===== src/rtl/hwag_ch_sched.sv =====
// Crank-angle channel scheduler.
// Four output channels are each driven inside an angle window [on, off) that may
// wrap through angle 0. Software writes shadow registers; the shadows are copied
// into the active set every cycle while idle and only at the revolution wrap
// while synchronised, so a window never changes in the middle of a revolution.
//
// Configuration handshake: wr_en is a single-cycle strobe with no back-pressure
// (the block is always ready). Every cycle with wr_en high produces exactly one
// response pulse on the following cycle: wr_ack if the shadow register was
// written, wr_err if the address is reserved or an angle value exceeds
// ANGLE_MAX (nothing is written in that case). Writes may arrive every cycle.
module hwag_ch_sched #(
  parameter logic [11:0] ANGLE_MAX = 12'd3839
) (
  input  logic        clk,
  input  logic        rst,
  input  logic        hwag_start,
  input  logic [11:0] angle,
  input  logic        wr_en,
  input  logic [3:0]  wr_addr,
  input  logic [11:0] wr_data,
  output logic        wr_ack,
  output logic        wr_err,
  output logic [3:0]  ch_out,
  output logic [1:0]  state
);

  typedef enum logic [1:0] {
    ST_IDLE = 2'd0,
    ST_SYNC = 2'd1,
    ST_RUN  = 2'd2
  } state_t;

  state_t state_q;
  state_t state_d;

  logic [11:0] angle_q;
  logic        start_q;

  logic [3:0][11:0] sh_on;
  logic [3:0][11:0] sh_off;
  logic [3:0][11:0] ac_on;
  logic [3:0][11:0] ac_off;
  logic [3:0]       sh_en;
  logic [3:0]       ac_en;

  logic [3:0][11:0] eff_on;
  logic [3:0][11:0] eff_off;
  logic [3:0]       eff_en;
  logic [3:0]       win;
  logic [3:0]       ch_d;

  logic wrap;
  logic commit;
  logic addr_angle;
  logic addr_mask;
  logic wr_ok;
  logic wr_bad;

  // Wrap only counts when the angle stream was valid on both sides of the drop.
  assign wrap   = hwag_start & start_q & (angle < angle_q);
  assign commit = (state_q == ST_IDLE) | wrap;

  // Write decode: 0-7 are angle registers (range-checked), 8 is the enable mask.
  assign addr_angle = (wr_addr < 4'd8);
  assign addr_mask  = (wr_addr == 4'd8);
  assign wr_ok      = wr_en & ((addr_angle & (wr_data <= ANGLE_MAX)) | addr_mask);
  assign wr_bad     = wr_en & ~wr_ok;

  // On a commit cycle the window is judged against the values being committed,
  // i.e. the pre-write shadow contents.
  assign eff_on  = commit ? sh_on  : ac_on;
  assign eff_off = commit ? sh_off : ac_off;
  assign eff_en  = commit ? sh_en  : ac_en;

  assign state = state_q;

  // Angle history used for wrap and start-edge detection.
  always_ff @(posedge clk or negedge rst) begin
    if (!rst) begin
      angle_q <= '0;
      start_q <= 1'b0;
    end else begin
      angle_q <= angle;
      start_q <= hwag_start;
    end
  end

  // State register.
  always_ff @(posedge clk or negedge rst) begin
    if (!rst) begin
      state_q <= ST_IDLE;
    end else begin
      state_q <= state_d;
    end
  end

  // Next-state logic: lock on start edge, run from the first wrap, drop on loss.
  always_comb begin
    state_d = state_q;
    case (state_q)
      ST_IDLE: begin
        if (hwag_start && !start_q) state_d = ST_SYNC;
      end
      ST_SYNC: begin
        if (!hwag_start)  state_d = ST_IDLE;
        else if (wrap)    state_d = ST_RUN;
      end
      ST_RUN: begin
        if (!hwag_start)  state_d = ST_IDLE;
      end
      default: state_d = ST_IDLE;
    endcase
  end

  // Shadow register writes and the one-cycle response pulses.
  always_ff @(posedge clk or negedge rst) begin
    if (!rst) begin
      sh_on  <= '0;
      sh_off <= '0;
      sh_en  <= '0;
      wr_ack <= 1'b0;
      wr_err <= 1'b0;
    end else begin
      wr_ack <= wr_ok;
      wr_err <= wr_bad;
      if (wr_ok) begin
        if (addr_mask)       sh_en <= wr_data[3:0];
        else if (wr_addr[2]) sh_off[wr_addr[1:0]] <= wr_data;
        else                 sh_on[wr_addr[1:0]]  <= wr_data;
      end
    end
  end

  // Shadow-to-active copy: continuous while idle, at the wrap otherwise.
  always_ff @(posedge clk or negedge rst) begin
    if (!rst) begin
      ac_on  <= '0;
      ac_off <= '0;
      ac_en  <= '0;
    end else if (commit) begin
      ac_on  <= sh_on;
      ac_off <= sh_off;
      ac_en  <= sh_en;
    end
  end

  // Per-channel window test; equal on/off means the channel never fires.
  always_comb begin
    win = '0;
    for (int i = 0; i < 4; i++) begin
      if (eff_on[i] < eff_off[i]) begin
        win[i] = (angle >= eff_on[i]) && (angle < eff_off[i]);
      end else if (eff_on[i] > eff_off[i]) begin
        win[i] = (angle >= eff_on[i]) || (angle < eff_off[i]);
      end
    end
  end

  // Gate with the state being entered so outputs never lead or lag the state.
  assign ch_d = (state_d == ST_RUN) ? (eff_en & win) : 4'b0000;

  // Registered channel outputs, one clock behind the angle.
  always_ff @(posedge clk or negedge rst) begin
    if (!rst) begin
      ch_out <= 4'b0000;
    end else begin
      ch_out <= ch_d;
    end
  end

endmodule


===== config.mk =====
export PLATFORM = sky130hd
export DESIGN_NAME = hwag_ch_sched
export DESIGN_NICKNAME = d
export VERILOG_FILES = /design/src/rtl/hwag_ch_sched.sv
export SDC_FILE = /design/constraint.sdc
export NUM_CORES = 1
export LEC_CHECK = 0
export ABC_CLOCK_PERIOD_IN_PS = 7200
export BUFFER_PORTS_ARGS = -buffer_cell sky130_fd_sc_hd__buf_2
export CORE_MARGIN = 1
export CORE_UTILIZATION = 35
export DETAILED_ROUTE_END_ITERATION = 10
export SKIP_CTS_REPAIR_TIMING = 1
export SYNTH_ARGS = -nofsm -noshare
export SYNTH_HDL_FRONTEND = slang
export SYNTH_SLANG_ARGS = --single-unit

===== constraint.sdc =====
create_clock -name clk -period 7.2 [get_ports clk]
set_clock_uncertainty 0.05 [all_clocks]
set_input_delay 1.44 -clock clk [delete_from_list [all_inputs] [get_ports clk]]
set_output_delay 1.44 -clock clk [all_outputs]
set_load 0.005 [all_outputs]

* Word-level counts from Yosys, hierarchy flattened
Cells that the tools add are included.
** Word-level totals
- Memory bits (read-only) :: 0
- RAM bits :: 0
- Bits in latches :: 0
- Memories :: 0
- Word-level logic and storage cells :: 96
- Output and inout port bits :: 8
- Flip-flop bits (word level) :: 221
** Cells by class
- Bitwise operators :: 11
- Add/subtract/negate cells :: 0
- Div/mod/pow operators :: 0
- Shift-type cells :: 0
- Reductions and logical operators :: 15
- Equality and inequality tests :: 4
- $lt $le $gt $ge :: 21
- Muxes and demuxes :: 21
- $mul :: 0
** Operators by type and width (number)
- $lt A12 B12 Y1 :: 9
- $bwmux W48 :: 2
- $mux W48 :: 2
- $ge A12 B12 Y1 :: 4
- $gt A12 B12 Y1 :: 4
- $demux W12 S2 :: 1
- $le A12 B12 Y1 const B :: 1
- $mux W12 :: 1
- $mux W1 :: 8
- $mux W2 :: 4
- $mux W4 :: 2
- $logic_and A1 B1 Y1 :: 6
- $pmux W2 S3 :: 1
- $reduce_and A3 Y1 :: 2
- $and A1 B1 Y1 :: 5
- $and A4 B4 Y4 :: 1
- $eq A2 B2 Y1 const B :: 2
- $eq A4 B4 Y1 const B :: 1
- $logic_or A1 B1 Y1 :: 4
- $lt A4 B4 Y1 const B :: 1
- $lt A2 B3 Y1 const B :: 1
- $not A1 Y1 :: 3
- $eq A2 B1 Y1 const B :: 1
- $ge A2 B1 Y1 const B :: 1
- other kinds (4) :: 5

* Longest topological paths before layout
Gate-level depths: netlist (run 1).
- Word-level depth :: 10
- Mapped depth :: 24

* Worst setup path before layout (run 1)
OpenSTA, ideal clock, no wires.
- Kind :: input -> register
- From :: input angle[9]
- To :: register ch_out[2]
- Stages :: 22
- Slack :: 1371 ps
- Setup time :: 68 ps
- Arrival :: 5712 ps
- Path buffers :: 5
- Required time :: 7082 ps
- Cell sequence :: ha_1 -> a211oi_1 -> o21ai_1 -> a22o_1 -> a31oi_4 -> buf_6 -> buf_2 -> buf_4 -> buf_2 -> buf_2 -> mux2_2 -> ha_1 -> nand2b_1 -> a21o_1 -> a21o_1 -> a21o_1 -> a21oi_1 -> maj3_1 -> maj3_1 -> a31o_2 -> o21ai_0 -> and4_1
** RTL lines
- start, declared :: RTL line 18 : input logic [11:0] angle,
- end signal, assigned :: RTL line 168 : ch_out <= ch_d;
- end, declared :: RTL line 24 : output logic [3:0] ch_out,

* Final worst setup path (run 1)
- From :: input angle[9]
- To :: register ch_out[0]
** Between the ends
- Cells in the longest elaborated chain, start to end :: 10
- Elaborated cells between the ends (all ways) :: 20
- Those cells by class :: order compare (5); eq/ne (1); mux (9); bitwise (3); reduce/logical (2)
** RTL lines
- $lt A12 B12 Y1 :: RTL line 61 : assign wrap = hwag_start & start_q & (angle < angle_q);
- $and A1 B1 Y1 :: RTL line 61
- $or A1 B1 Y1 :: RTL line 62 : assign commit = (state_q == ST_IDLE) | wrap;
- $mux W48
- $ge A12 B12 Y1 or $lt A12 B12 Y1 (tied branches) :: RTL line 153, 155
- $logic_or A1 B1 Y1 :: RTL line 155 : win[i] = (angle >= eff_on[i]) || (angle < eff_off[i]);
- $mux W1 :: RTL line 154 : end else if (eff_on[i] > eff_off[i]) begin
- $mux W1 :: RTL line 152 : if (eff_on[i] < eff_off[i]) begin
- $and A4 B4 Y4 :: RTL line 161 : assign ch_d = (state_d == ST_RUN) ? (eff_en & win) : 4'b0000;
- $mux W4 * :: RTL line 161
- net ch_d[0] :: RTL line 51 : logic [3:0] ch_d;
The timed path passes the listed nets; every way through them passes the cells marked *.
A chain may end at the register's enable or synchronous reset.

==> impl_metrics.ini, run 1 <==
[min_path]
worstHoldStart = sh_off[7]$_DFFE_PN0P_
holdPathStages = 1
hp-class = reg2reg
worstHoldEndpoint = sh_off[7]$_DFFE_PN0P_

[placement]
gp_congestion = 0.8522
post-dp-hpwl_um = 20080
dpl_cell_area_mm2 = 0.01260
port_buffers = 39

[clock_network]
h-tree-depth = 1
insertion_delay_ps = 520
clockRootBuffer = clkbuf_16
cts_tree = built
cts_buffer_depth = 3
clock_sinks = 221
clkTransAtPathRegs_ps = 60
numCtsBuffers = 24

[route]
via_per_inst = 5.072
drcViolationCount = 0
firstDrtPassIters = 5
routed_wl_um = 27770
antenna_left = 0
avgRoutedWirePerCell_um = 18.44
vias = 7639
drtIter0Drc = 356

[sta]
hold_viol_final = 0
worst_slew_pin_slew_ps = 1120
period_needed_ps = 5347
rsz0062_at_grt = no
setup_viol = 0
max_freq_mhz = 187.0
tns_ps = 0
slew_viol_final = 0
fin_crit_sh_pct = 74.26
slew_headroom_pct = 25.33

[yosys]
async_flop_share_pct = 100.0
ys_ff_latch = 221
yosysSeqAreaShare_pct = 46.42
synth_flop_cell = dfrtp_1
ys_types = 65
synth_top_area_share_pct = 46.42
synth_top_cells_by_area = dfrtp_1, ha_1, mux2_2
synth_top_area_cell = dfrtp_1
yosysWarnings = 0
syn-num-nets = 1152
postSynthAreaPerCell_um2 = 12.05
synth_cells = 989
netlist_area_mm2 = 0.01191
synth_edf_count = 0

[global_route]
grt_pass1_vias = 7904
grt_start_max_net_pins = 135
track_usage_pct = 16.37
grt_pass1_wl_um = 44480
antenna_found_initial = 1
gr-total-overflow = 0

[power]
power.net_switching_w = 0.001396
p_leak_nw = 6.797
power_density_mw_per_mm2 = 323.8
comb_power_share_pct = 32.8
internal_power_w = 0.002933
p_sw_share_pct = 32.25
clockPowerShare_pct = 27.6
worst_ir_drop_vdd_uv = 202.1
seqPwrFrac_pct = 39.6

[critical_path]
crit_slowest_cell = buf_4
required_ps = 7610
crit_type = in2reg
worstPathMaxFanout = 23
crit_path_max_incr_delay_ps = 440
arrival_ps = 5760
startpoint_type = input port
rr_worst_depth = 16
r2r_end = ch_out[0]$_DFF_PN0_
timing.rr.start = angle_q[9]$_DFF_PN0_
path_cells = buf_2 > ha_1 > a211oi_1 > o21ai_1 > a22o_1 > a31oi_4 > buf_4 > mux2i_1 > ha_1 > and3_1 > a221oi_1 > o21ai_1 > maj3_2 > a211o_1 > nor2_1 > a22o_1
worst-path-buf-inv = 2
path_depth = 16
r2r_setup_slack_ps = 2690
critical_path.top_delay_family = compound AO/OA/AOI/OAI gates
end_kind = flip-flop

[finish]
drive_gt1_share_pct = 21.85
fin_nets = 1203
fillers = 3217
final_cell_mix = dfrtp_1, ha_1, mux2_2
mostFrequentLayoutCell = dfrtp_1
syn2layout_area_growth_pct = 12.26
design_area_mm2 = 0.01337

[die]
die_h_um = 186.5
core_area_mm2 = 0.03353
design.portCount = 40
die_x_um = 186.5
die_area_mm2 = 0.03478
start_util_pct = 35.53
placementRows = 67

[job]
cap_violations = 0

[run_status]
status = finished, final reports clean
-- how the worst max path moves through the flow --
stage | from | endpoint
after floorplan | angle[9] | ch_out[2]$_DFF_PN0_
after global placement | angle[9] | ch_out[0]$_DFF_PN0_
after detailed placement | angle[9] | ch_out[2]$_DFF_PN0_
after CTS | angle[9] | ch_out[2]$_DFF_PN0_
after global routing | angle[9] | ch_out[0]$_DFF_PN0_
final | angle[9] | ch_out[0]$_DFF_PN0_
-- per-stage QoR --
step | utilization (%) | total power (W) | std cells | worst slack [ps] | hold slack, ps
after floorplan | - | 0.002767 | 989 | 1371 | 394.1
after global placement | 37.59 | 0.003109 | 1462 | 1384 | 432.1
after detailed placement | 37.59 | 0.003163 | 1462 | 1302 | 440.4
after CTS | 39.87 | 0.004378 | 1505 | 1843 | 452.9
after global routing | 39.88 | 0.004650 | 1506 | 1469 | 462.6
final | 39.88 | 0.004330 | 1506 | 1853 | 453.9
-- worst reg2reg max path, cell delays in order, from the launching register on --
cell	delay, ps
dfrtp_1	330
inv_1	40
ha_1	310
a211oi_1	220
o21ai_1	120
a22o_1	270
a31oi_4	420
buf_4	450
mux2i_1	410
ha_1	320
and3_1	190
a221oi_1	280
o21ai_1	150
maj3_2	350
a211o_1	310
nor2_1	100
a22o_1	140
-- power by group through the flow --
stage,Clock (W),Combinational [W],Sequential (W)
2_1_floorplan,0,0.00108,0.00169
3_3_place_gp,0,0.00138,0.00172
3_5_place_dp,0,0.00143,0.00174
4_1_cts,0.00123,0.00143,0.00171
5_1_grt,0.00128,0.00162,0.00176
6_report,0.00120,0.00142,0.00171
-- cells by family after synthesis --
group,share of synthesized area (%)
flip-flops,46.42
multiplexers,18.77
AO/OA/AOI/OAI,8.140
adder cells (fa/ha/maj),14.62
buffers and inverters,4.600
AND/OR/NAND/NOR,6.417
XOR/XNOR,1.029
-- per-layer routing --
layer	share of wire, %	global-route usage [%]	vias to the layer above
li1	-	-	3644
met1	47	22.33	3845
met2	47	27.38	107
met3	3.1	2.031	43
met4	2.4	4.445	0
met5	0	0	-
-- flip-flops by register name, summed over array words and instances (netlist names) --
signal	cells
angle_q	12
ac_on	48
sh_off	48
sh_on	48
ac_en	4
wr_ack	1
sh_en	4
start_q	1
ch_out	4
state	2
wr_err	1
ac_off	48
-- layout make-up --
| type | instances | area, µm² | area share, % |
|---|---|---|---|
| inverters | 110 | 412.9 | 3.088 |
| flip-flops and latches | 221 | 5530 | 41.35 |
| clock buffers | 40 | 752.0 | 5.623 |
| repair buffers | 47 | 265.3 | 1.984 |
| clock inverters | 3 | 15.01 | 0.1123 |
| well taps | 448 | 560.5 | 4.192 |
| multi-input cells | 636 | 5834 | 43.63 |
| diodes | 1 | 2.502 | 0.01871 |
-- Yosys cell counts, types with 3 or more instances --
cell type / number
inv_1: 109
a21o_1: 27
nand3_1: 14
mux2i_1: 70
mux2_2: 130
buf_4: 5
maj3_1: 8
nand3b_1: 6
mux2_4: 4
buf_2: 6
o21a_1: 9
nor3_1: 3
o21ai_0: 28
o21ai_1: 8
and3_1: 4
a31oi_1: 4
nand2b_1: 12
dfrtp_1: 221
nor2_1: 16
o211ai_1: 5
ha_1: 131
buf_1: 7
nor2b_1: 12
nand2_1: 24
a211oi_1: 3
nand4b_1: 4
a21oi_1: 37
and4_1: 5
a221oi_1: 4
xnor2_1: 9
xor2_1: 5
nand4_1: 17
Note: power is estimated with default switching activity, not from simulation.
==> inputs of run 2 (changes only) <==
--- a/config.mk
+++ b/config.mk
@@ -5,7 +5,7 @@
 export SDC_FILE = /design/constraint.sdc
 export NUM_CORES = 1
 export LEC_CHECK = 0
-export ABC_CLOCK_PERIOD_IN_PS = 7200
+export ABC_CLOCK_PERIOD_IN_PS = 4400
 export BUFFER_PORTS_ARGS = -buffer_cell sky130_fd_sc_hd__buf_2
 export CORE_MARGIN = 1
 export CORE_UTILIZATION = 35
==> constraint.sdc (replaced) <==
create_clock -name clk -period 4.4 [get_ports clk]
set_clock_uncertainty 0.05 [all_clocks]
set_input_delay 0.88 -clock clk [delete_from_list [all_inputs] [get_ports clk]]
set_output_delay 0.88 -clock clk [all_outputs]
set_load 0.005 [all_outputs]
==> run 2 against run 1 <==
Against the previous run: sequential power up 64%; register-to-register slack lost 2300 ps; global-route usage is 0.61 points higher; die area unchanged; final area grew 8.5%; combinational power is 92% higher; first-iteration DRC count down 9.8%; worst hold slack worse by 92 ps; sequential share of layout area decreased by 3.2 points; setup slack lost 1600 ps.
==> impl_metrics.ini, run 2 (synthesis gave the netlist of run 1 again) <==
[run_status]
status = finished, final reports clean

[power]
power_density_mw_per_mm2 = 540.9
worst_ir_drop_vdd_uv = 339.2
p_total_w = 0.007849
p_leak_nw = 7.443

[critical_path]
crit_path_max_incr_delay_ps = 410
r2r_setup_slack_ps = 350
cp_common_cell = o21ai_1
critPathLaunch = angle[7]
rr_worst_depth = 17
arrival_ps = 4520
timing.rr.start = angle_q[9]$_DFF_PN0_
path_cells = buf_2 > ha_1 > a21oi_1 > o21ai_1 > a22o_1 > a31oi_4 > buf_12 > buf_4 > mux2_2 > ha_1 > nand2_1 > o21ai_1 > o2111ai_1 > o221a_2 > buf_4 > o21ai_1 > and4_1
end_kind = flip-flop
r2r_end = ch_out[2]$_DFF_PN0_
startpoint_type = input port
crit_slowest_cell = mux2_2
required_ps = 4810
worstPathMaxFanout = 24
crit_type = in2reg

[clock_network]
insertion_delay_ps = 530
clkTransAtPathRegs_ps = 60
cts_tree = built
clock_sinks = 221
clockRootBuffer = clkbuf_16
h-tree-depth = 1
numCtsBuffers = 26
cts_buffer_depth = 3

[sta]
slew_headroom_pct = 30.85
slew_viol_final = 0
hold_ws_ps = 361.9
setup_viol = 0
setup_ws_ps = 282.3
fin_crit_sh_pct = 93.58
max_freq_mhz = 242.9
rsz0062_at_grt = no
hold_viol_final = 0
worst_slew_pin_slew_ps = 1037
period_needed_ps = 4118

[placement]
post-dp-hpwl_um = 21020
gp_congestion = 0.8283
port_buffers = 39
post-place-ws_ps = -241.5

[finish]
syn2layout_area_growth_pct = 21.80
final_cell_mix = dfrtp_1, mux2_2, ha_1
fin_nets = 1319
drive_gt1_share_pct = 30.74
diodes = 0
mostFrequentLayoutCell = dfrtp_1

[die]
placementRows = 67
start_util_pct = 35.53
core_area_mm2 = 0.03353
die_x_um = 186.5
die_area_mm2 = 0.03478
die_h_um = 186.5
design.portCount = 40

[route]
firstDrtPassIters = 5
drcViolationCount = 0
vias = 7924
routed_wl_um = 28550
avgRoutedWirePerCell_um = 17.63
drtIter0Drc = 321
antenna_left = 0
via_per_inst = 4.894

[global_route]
track_usage_pct = 16.98
grt_start_max_net_pins = 129
grt_pass1_wl_um = 46250
antenna_found_initial = 0
gr-total-overflow = 0
grt_pass1_vias = 8451

[min_path]
hp-class = in2async

[job]
cap_violations = 0
## run 2: cell count changes in the layout (fill, tap and decap cells not counted), moves of 5 or more
cell	delta
buf_4	+110
o21ai_0	-5
o21ai_1	+5
bufinv_16	+5
clkbuf_1	-6
## run 2: worst max path at each step
stage / depth (start not counted) / endpoint / slack, ps
global route: 17 / ch_out[2]$_DFF_PN0_ / 30
detailed placement: 17 / ch_out[2]$_DFF_PN0_ / -240
CTS: 17 / ch_out[2]$_DFF_PN0_ / 280
global placement: 17 / ch_out[2]$_DFF_PN0_ / -170
finish: 17 / ch_out[2]$_DFF_PN0_ / 280
floorplan: 22 / ch_out[2]$_DFF_PN0_ / -210
## run 2: stage by stage
step	area, µm²	TNS (ps)	instances	util (%)
after floorplan	12010	-697.3	989	-
after global placement	13580	-489.8	1576	40.50
after detailed placement	13580	-694.8	1576	40.50
after CTS	14510	0	1619	43.27
after global routing	14510	0	1619	43.27
final	14510	0	1619	43.27
## run 2: where the power goes
group	total (W)	leakage (nW)	internal [W]	switching (W)
clock	0.00232	0.461	0.00149	0.000829
sequential	0.00281	2.72	0.00256	0.000245
combinational	0.00272	4.26	0.00143	0.00129
total	0.00785	7.44	0.00548	0.00237
## run 2: worst max-delay path, delay by kind of cell
family | cells | cell delay [ps]
AOI/OAI and AO/OA | 8 | 1520
adders and majority gates | 2 | 640
buffers and inverters | 4 | 820
muxes | 1 | 410
and+or+nand+nor | 2 | 230
## run 2: per-layer routing
| layer | GRT usage [%] | wire length [µm] |
|---|---|---|
| met2 | 29.26 | 13870 |
| met4 | 3.815 | 595 |
| met1 | 22.80 | 13100 |
| met5 | 0 | 0 |
| met3 | 1.994 | 980 |
## run 2: final cells by class
type	count	area [µm²]
timing repair buffer	161	1171
multi-input combinational	636	5904
sequential	221	5530
clock buffer	35	765.7
clock inverter	8	165.2
tap	448	560.5
inverter	110	412.9
fill	3177	19020
==> inputs of run 3 (changes only) <==
--- a/config.mk
+++ b/config.mk
@@ -5,9 +5,9 @@
 export SDC_FILE = /design/constraint.sdc
 export NUM_CORES = 1
 export LEC_CHECK = 0
-export ABC_CLOCK_PERIOD_IN_PS = 4400
+export ABC_CLOCK_PERIOD_IN_PS = 4600
 export BUFFER_PORTS_ARGS = -buffer_cell sky130_fd_sc_hd__buf_2
-export CORE_MARGIN = 1
+export CORE_ASPECT_RATIO = 1.4
 export CORE_UTILIZATION = 35
 export DETAILED_ROUTE_END_ITERATION = 10
 export SKIP_CTS_REPAIR_TIMING = 1
==> constraint.sdc (replaced) <==
create_clock -name clk -period 4.6 [get_ports clk]
set_clock_uncertainty 0.05 [all_clocks]
set_input_delay 0.92 -clock clk [delete_from_list [all_inputs] [get_ports clk]]
set_output_delay 0.92 -clock clk [all_outputs]
set_load 0.005 [all_outputs]
==> run 3 against run 2 <==
Against the previous run: flip-flop and latch count stayed put; critical path depth down 1; count of clock-buffer cells in the layout is 4 lower; sequential power fell by 4%; final area down 4.0%; largest cell class unchanged; combinational power shrank 13%; critical endpoint is now ch_out[1]$_DFF_PN0_; clock power down 16%; utilization fell by 1.6 points; register-to-register slack gained 180 ps; via count is 2.1% lower; first-iteration DRC count is 12% lower.
==> impl_metrics.ini, run 3 (synthesis gave the netlist of run 1 again) <==
[run_status]
status = finished, final reports clean

[die]
start_util_pct = 35.66
die_area_mm2 = 0.03479
die_x_um = 157.9
design.portCount = 40
die_h_um = 220.3
placementRows = 79
core_area_mm2 = 0.03341

[finish]
postLayoutCoreUtil_pct = 41.71
drive_gt1_share_pct = 27.13
fin_nets = 1260
multiInputGateArea_mm2 = 0.005904
register_area_mm2 = 0.005530
fin_cells = 1558
fillers = 3271
final_cell_mix = dfrtp_1, mux2_2, ha_1
mostFrequentLayoutCell = dfrtp_1
diodes = 0
syn2layout_area_growth_pct = 16.97
design_area_mm2 = 0.01393

[global_route]
grt_start_max_net_pins = 112
gr-total-overflow = 0
track_usage_pct = 17.42
grt_pass1_vias = 8319
grt_pass1_wl_um = 45940
antenna_found_initial = 0

[sta]
tns_ps = 0
slew_viol_final = 0
max_freq_mhz = 234.1
fin_crit_sh_pct = 92.88
worst_slew_pin_slew_ps = 930.3
hold_viol_final = 0
rsz0062_at_grt = no
slew_headroom_pct = 37.80
period_needed_ps = 4272
setup_viol = 0

[clock_network]
cts_buffer_depth = 3
clockRootBuffer = clkbuf_16
insertion_delay_ps = 520
h-tree-depth = 1
clock_sinks = 221
clkTransAtPathRegs_ps = 60
cts_tree = built
numCtsBuffers = 24

[route]
route.met3.wl_um = 720
routed_wl_um = 28600
vias = 7760
drcViolationCount = 0
drtIter0Drc = 283
antenna_left = 0
via_per_inst = 4.981
wl_met1_um = 12200
firstDrtPassIters = 4
top_layer_used = met4
met2_wirelength_um = 14670
avgRoutedWirePerCell_um = 18.36

[critical_path]
end_kind = flip-flop
arrival_ps = 4680
timing.rr.start = angle_q[9]$_DFF_PN0_
required_ps = 5000
crit_type = in2reg
worstPathMaxFanout = 28
startpoint_type = input port
rr_worst_depth = 16
r2r_setup_slack_ps = 530
r2r_end = ch_out[1]$_DFF_PN0_

[power]
worst_ir_drop_vdd_uv = 232.5
p_total_w = 0.007019
power_density_mw_per_mm2 = 503.7
p_leak_nw = 7.108

[min_path]
hp-class = in2async

[placement]
post-dp-hpwl_um = 21230
port_buffers = 39
dpl_cell_area_mm2 = 0.01314
gp_congestion = 0.8308
place_inst = 1516

[job]
cap_violations = 0
-- run 3: cell types whose count changed in the layout (fill, tap and decap cells not counted), sizes merged --
cell,before,now
buf,161,104
clkbuf,35,31
clkinv,4,8
bufinv,5,2
clkinvlp,0,1
inv,109,110
-- run 3: cell type report --
cell class | count | share of cell area (%)
clock buffers | 31 | 4.938
clock inverters | 11 | 0.7991
inverters | 110 | 2.963
multi-input cells | 636 | 42.37
flip-flops and latches | 221 | 39.69
well taps | 445 | 3.996
repair buffers | 104 | 5.244
-- run 3: worst max-delay path by stage --
stage	endpoint	start	depth (start not counted)	slack, ps
after floorplan	ch_out[2]$_DFF_PN0_	angle[9]	22	-50
after global placement	ch_out[1]$_DFF_PN0_	angle[5]	16	-140
after detailed placement	ch_out[1]$_DFF_PN0_	angle[5]	16	-200
after CTS	ch_out[1]$_DFF_PN0_	angle[5]	16	320
after global routing	ch_out[1]$_DFF_PN0_	angle[5]	16	90
final	ch_out[1]$_DFF_PN0_	angle[5]	16	330
-- run 3: stage by stage --
step,setup slack (ps),hold WS (ps)
6_report,327.7,405.4
5_1_grt,92.53,463.1
4_1_cts,318.7,456.7
3_5_place_dp,-200.7,438.9
3_3_place_gp,-140.6,431.5
2_1_floorplan,-48.14,394.1
-- run 3: worst max-delay path: stages --
cell and delay (ps):
buf_2 130, ha_1 310, a21oi_1 210, o21ai_1 120, a22o_1 230, a31oi_4 240
buf_4 440, mux2i_1 300, ha_1 280, a21o_1 180, a21oi_1 130, o21ai_0 80
or3_1 320, a311o_1 300, or3_1 390, o21ai_2 60
-- run 3: power by group --
group	total (W)	switching, W	internal (W)
registers	0.00269	0.000236	0.00245
clock network	0.00196	0.000796	0.00116
logic	0.00237	0.00120	0.00118
-- run 3: routing by layer --
layer  vias to the layer above  global-route usage, %
met5                         -                      0
met4                         0                  7.346
met3                        48                  1.821
met2                       107                  31.29
met1                      3858                  21.00
li1                       3747                      -
